## config.mk

```make
export PLATFORM = sky130hd
export DESIGN_NAME = bit_nibble_fifo_ctrl
export DESIGN_NICKNAME = d
export VERILOG_FILES = /design/src/rtl/bit_nibble_fifo_ctrl.sv
export SDC_FILE = /design/constraint.sdc
export NUM_CORES = 1
export LEC_CHECK = 0
export ABC_CLOCK_PERIOD_IN_PS = 3200
export CAP_MARGIN = 30
export CORE_UTILIZATION = 46
export CTS_BUF_LIST = sky130_fd_sc_hd__clkbuf_16
export DETAILED_ROUTE_END_ITERATION = 12
export HOLD_SLACK_MARGIN = 0.05
export PLACE_DENSITY = 0.8
export RECOVER_POWER = 25
export SLEW_MARGIN = 25
export SYNTH_ARGS = -nofsm -noshare
export SYNTH_HDL_FRONTEND = slang
export SYNTH_SLANG_ARGS = --single-unit
```

## constraint.sdc

```tcl
create_clock -name clk -period 3.2 [get_ports clk]
set_clock_uncertainty 0.05 [all_clocks]
set_input_delay 0.48 -clock clk [delete_from_list [all_inputs] [get_ports clk]]
set_output_delay 0.48 -clock clk [all_outputs]
set_load 0.05 [all_outputs]
```

## src/rtl/bit_nibble_fifo_ctrl.sv

```systemverilog
// Bit-in / nibble-out FIFO controller for an external 4096x1 / 1024x4
// dual-port RAM. Single bits are written through port A; four stored bits
// are read as one nibble through port B with one cycle of read latency.
module bit_nibble_fifo_ctrl #(
  parameter int AF_LEVEL = 4032
) (
  input  logic        clk,
  input  logic        rst,
  input  logic        flush,
  input  logic        wr_en,
  input  logic        wr_data,
  input  logic        rd_en,
  output logic [3:0]  rd_data,
  output logic        rd_valid,
  output logic        full,
  output logic        almost_full,
  output logic        empty,
  output logic [12:0] count,
  output logic        wr_err,
  output logic        rd_err,
  output logic [11:0] addra,
  output logic        dia,
  output logic        ena,
  output logic        wea,
  output logic [9:0]  addrb,
  output logic        enb,
  output logic        web,
  input  logic [3:0]  dob
);

  localparam logic [12:0] AF_CNT = 13'(AF_LEVEL);

  logic [11:0] wptr;
  logic [9:0]  rptr;
  logic        wr_acc;
  logic        rd_acc;
  logic        vld_p1;

  // Accept decisions and RAM port drive; flush and reset suppress both ports.
  always_comb begin
    wr_acc  = wr_en & ~full  & ~flush & ~rst;
    rd_acc  = rd_en & ~empty & ~flush & ~rst;
    ena     = wr_acc;
    wea     = wr_acc;
    addra   = wptr;
    dia     = wr_data;
    enb     = rd_acc;
    addrb   = rptr;
    web     = 1'b0;
  end

  // Status flags decoded from the registered bit count.
  always_comb begin
    full        = (count == 13'd4096);
    empty       = (count < 13'd4);
    almost_full = (count >= AF_CNT);
  end

  // Pointer and count update; flush clears them and overrides any access.
  always_ff @(posedge clk or posedge rst) begin
    if (rst) begin
      wptr  <= '0;
      rptr  <= '0;
      count <= '0;
    end else if (flush) begin
      wptr  <= '0;
      rptr  <= '0;
      count <= '0;
    end else begin
      if (wr_acc) wptr <= wptr + 12'd1;
      if (rd_acc) rptr <= rptr + 10'd1;
      count <= count + 13'(wr_acc) - (rd_acc ? 13'd4 : 13'd0);
    end
  end

  // Sticky overflow/underflow flags, left untouched by flush.
  always_ff @(posedge clk or posedge rst) begin
    if (rst) begin
      wr_err <= 1'b0;
      rd_err <= 1'b0;
    end else if (!flush) begin
      if (wr_en && full)  wr_err <= 1'b1;
      if (rd_en && empty) rd_err <= 1'b1;
    end
  end

  // ---- stage p0 -> p1: RAM read cycle, nibble valid on the following cycle
  always_ff @(posedge clk or posedge rst) begin
    if (rst) vld_p1 <= 1'b0;
    else     vld_p1 <= rd_acc;
  end

  assign rd_valid = vld_p1;
  assign rd_data  = dob;

endmodule

```

==> results.md <==
- Min-delay src: rd_err
- Max Cap Violations: 0
- Critical Path, Cell by Cell: inv_2, buf_4, ha_1, nand2_2, o21ai_4, and2_4, nand2b_4, ha_4, ha_4, and2b_2, a2111oi_4, nor3_2, a311oi_2, mux2_4
- H-tree Lvls: 2
- Final #Nets: 412
- Final instance area: 3897 um2
- DR iter-0 viols: 84
- VDD IR max: 0.6881 mV
- Vias in the first global route: 2305
- Fin crit share: 99.34%
- Footprint of the multi-input gates: 1738 um2
- Hold endpoint: rd_err
- CTS Sinks: 38
- Hold Path Depth: 1
- Worst skew pair latency: 280 ps
- # port buffers: 48
- Core ar.: 5540 um2
- CP most frequent cell: ha_4
- Share of cells above drive strength 1: 31.25%
- Placement Setup Slack: -448.4 ps
- Max Root-Sink Buffers: 2
- Most common cell after layout, fill and taps aside: buf_4
- DP HPWL: 4.724 mm
- Worst Hold Class: reg -> reg
- Max Fclk: 314.6 MHz
- Root Driver: clkbuf_16
- Buf/Inv on CP: 2
- Status: finished, final reports clean
- Sequential-to-total area share from yosys stat: 35.92%
- Final WS setup: 21.03 ps
- CP max-delay cell: dfrtp_2
- Cell taking the most area after synthesis: dfrtp_1
- Post-synth net total: 323
- Worst reg-to-reg path cell count: 14
- Initial antenna violation count: 0
- Pwr dens: 927.2 nW/um2
- Unrepaired setup endpoints after global routing: true
- Vias per cell: 5.343
- Synth area leaders: dfrtp_1 (36%), ha_1 (17%), nor2_1 (6.0%), xnor2_1 (6.0%), inv_1 (3.7%)
- Inserted Clock Buffers: 5
- Crit end category: flop
- Via count: 2351
- Post-route DRC: 0
- First-pass GRT wire length: 11.05 mm
- Worst r2r src: count[9]
- Slew @ Worst Pin: 876.5 ps
- Slowest cell delay on critical path: 420 ps
- Mapped Cells: 278
- Placer Congestion: 0.8099
- FF+latch count, synth: 38
- Most frequent cells in the layout: buf_4 (44), nor2_1 (41), clkdlybuf4s50_1 (41), dfrtp_1 (28), ha_1 (24)
- TritonCTS clock tree: done
- Storage cell area: 963.4 um2
- Worst Path Class, Setup: reg -> reg
- Slew margin rel.: 41.56%
- Reg2reg end: count[12]
- Final wirelength: 7.060 mm
- Ys Warns: 0
- Fin. Hold Viols: 0
- Final setup viols: 0
- Final cell count without fillers: 440
- Post-Syn Area: 2648 um2
- Worst-path maximum fanout: 3
- Initial Util: 47.79%
- Die Wd: 77.87 um
- N_diodes: 0
- Arr. time, crit path: 3290 ps
- Die Y: 77.87 um
- Layout fillers: 391
- Avg Cell Area, Syn: 9.524 um2
- Top Ports: 60
- GRT Total Usage: 23.50%
- DR WL/cell: 16.05 um
- First-pass DRT Iterations: 4
- Layout Area Growth over Synthesis: 47.21%
- CP required: 3310 ps
- Leak: 1.677 nW
- Rows: 27
- CTS clk-pin slew, worst paths: 60 ps
- Delay-heaviest family, CP: compound AO/OA/AOI/OAI gates
- Placed cells: 410
- Post-route ant nets: 0
- Worst path depth: 14
- Clock period minus worst slack: 3179 ps
- Startpoint Class: flop
- Worst reg-to-reg setup slack: 20 ps
- Placed Area: 3477 um2
- Slew Limit Fails: 0
- Grt ovf: 0
- Unique cell type count in the Yosys netlist: 44
- Die area: 6063 um2
- Pin count of the biggest net entering global routing: 42
- Synth top area share: 35.92%
[Yosys cell counts]
| cell type | n |
|---|---|
| o311ai_4 | 1 |
| a211o_1 | 1 |
| nor3_1 | 6 |
| nor4_1 | 4 |
| mux2i_1 | 2 |
| nand4_1 | 5 |
| xor2_1 | 4 |
| o2111ai_4 | 1 |
| or4b_4 | 1 |
| xnor2_1 | 18 |
| a311oi_1 | 1 |
| buf_4 | 8 |
| inv_1 | 26 |
| dfrtp_1 | 38 |
| a21o_1 | 1 |
| a221oi_1 | 1 |
| a221o_1 | 1 |
| or3_1 | 2 |
| a211oi_1 | 7 |
| a31o_2 | 2 |
| o31ai_1 | 1 |
| o21ai_1 | 1 |
| nor2b_1 | 7 |
| and2b_1 | 2 |
| nand2b_1 | 4 |
| nor2_1 | 42 |
| and4_1 | 1 |
| a2111oi_2 | 1 |
| conb_1 | 1 |
| a21boi_0 | 2 |
| nand3_1 | 8 |
| o31ai_4 | 1 |
| o21ai_0 | 5 |
| and2_1 | 2 |
| or3_2 | 2 |
| or4_1 | 1 |
| ha_1 | 35 |
| nand2_1 | 9 |
| mux2_2 | 5 |
| a222oi_1 | 1 |
| a21oi_1 | 9 |
| o21bai_1 | 3 |
| clkbuf_1 | 4 |
| a2111oi_0 | 1 |
[logic make-up after synthesis]
logic type      after synthesis  share of synthesized area [%]
other cells                   1                         0.1416
mux                           7                          2.883
fa+ha+maj                    35                          16.54
compound gates               41                          12.90
simple gates                 96                          17.82
flops                        38                          35.92
buf+inv                      38                          6.522
xor+xnor                     22                          7.278
[report_power, final]
part | total [mW] | leakage, nW | switching, mW | internal, mW
Combinational | 2.40 | 1.09 | 1.31 | 1.09
Clock | 0.558 | 0.0836 | 0.194 | 0.365
Sequential | 0.660 | 0.499 | 0.0849 | 0.575
[metrics by stage]
step                      util [%]  hold WS, ps  TNS (ps)  total power [mW]
after global placement       62.76        404.2     -1358             2.556
final                        70.35        426.9         0             3.614
after floorplan                  -        582.2    -365.0             2.082
after detailed placement     62.76        408.6     -2149             2.603
after CTS                    67.57        429.7    -68.07             3.302
after global routing         70.35        459.2    -172.2             3.810
[sequential cells by signal, summed over array words and instances (netlist names)]
register / cells
rd_valid: 1
wr_err: 1
addrb: 10
addra: 12
count: 13
rd_err: 1
[worst max path at each step]
stage,startpoint,to,slack (ps)
4_1_cts,count[5],count[12],-70
5_1_grt,count[4],count[12],-70
3_3_place_gp,rst,count[12],-290
2_1_floorplan,count[4],count[12],-150
6_report,count[9],count[12],20
3_5_place_dp,rst,count[12],-450
[timing repair]
item                                    4_1_cts  5_1_grt
endpoints found under the setup margin        5        6
gates cloned                                  0        0
endpoints found under the hold margin         0        0
hold buffers                                  0        0
buffers inserted                             11       11
resized for setup                             8       17
pin swaps                                     8       10
[area by class of cell]
type | count | area share (%)
flip-flops and latches | 38 | 24.72
clock buffers | 5 | 3.210
multi-input cells | 202 | 44.59
inverters | 26 | 2.697
clock inverters | 3 | 1.027
well taps | 72 | 2.311
repair buffers | 94 | 21.44
[routing by layer]
| layer | vias up | wire (um) | GRT usage (%) | part of all wire [%] |
|---|---|---|---|---|
| met5 | - | 0 | 0 | 0 |
| li1 | 1117 | - | - | - |
| met4 | 0 | 293 | 11.32 | 4.2 |
| met3 | 27 | 262 | 4.471 | 3.7 |
| met2 | 72 | 3581 | 40.44 | 51 |
| met1 | 1135 | 2923 | 27.97 | 41 |
Note: power is estimated with default switching activity, not from simulation.
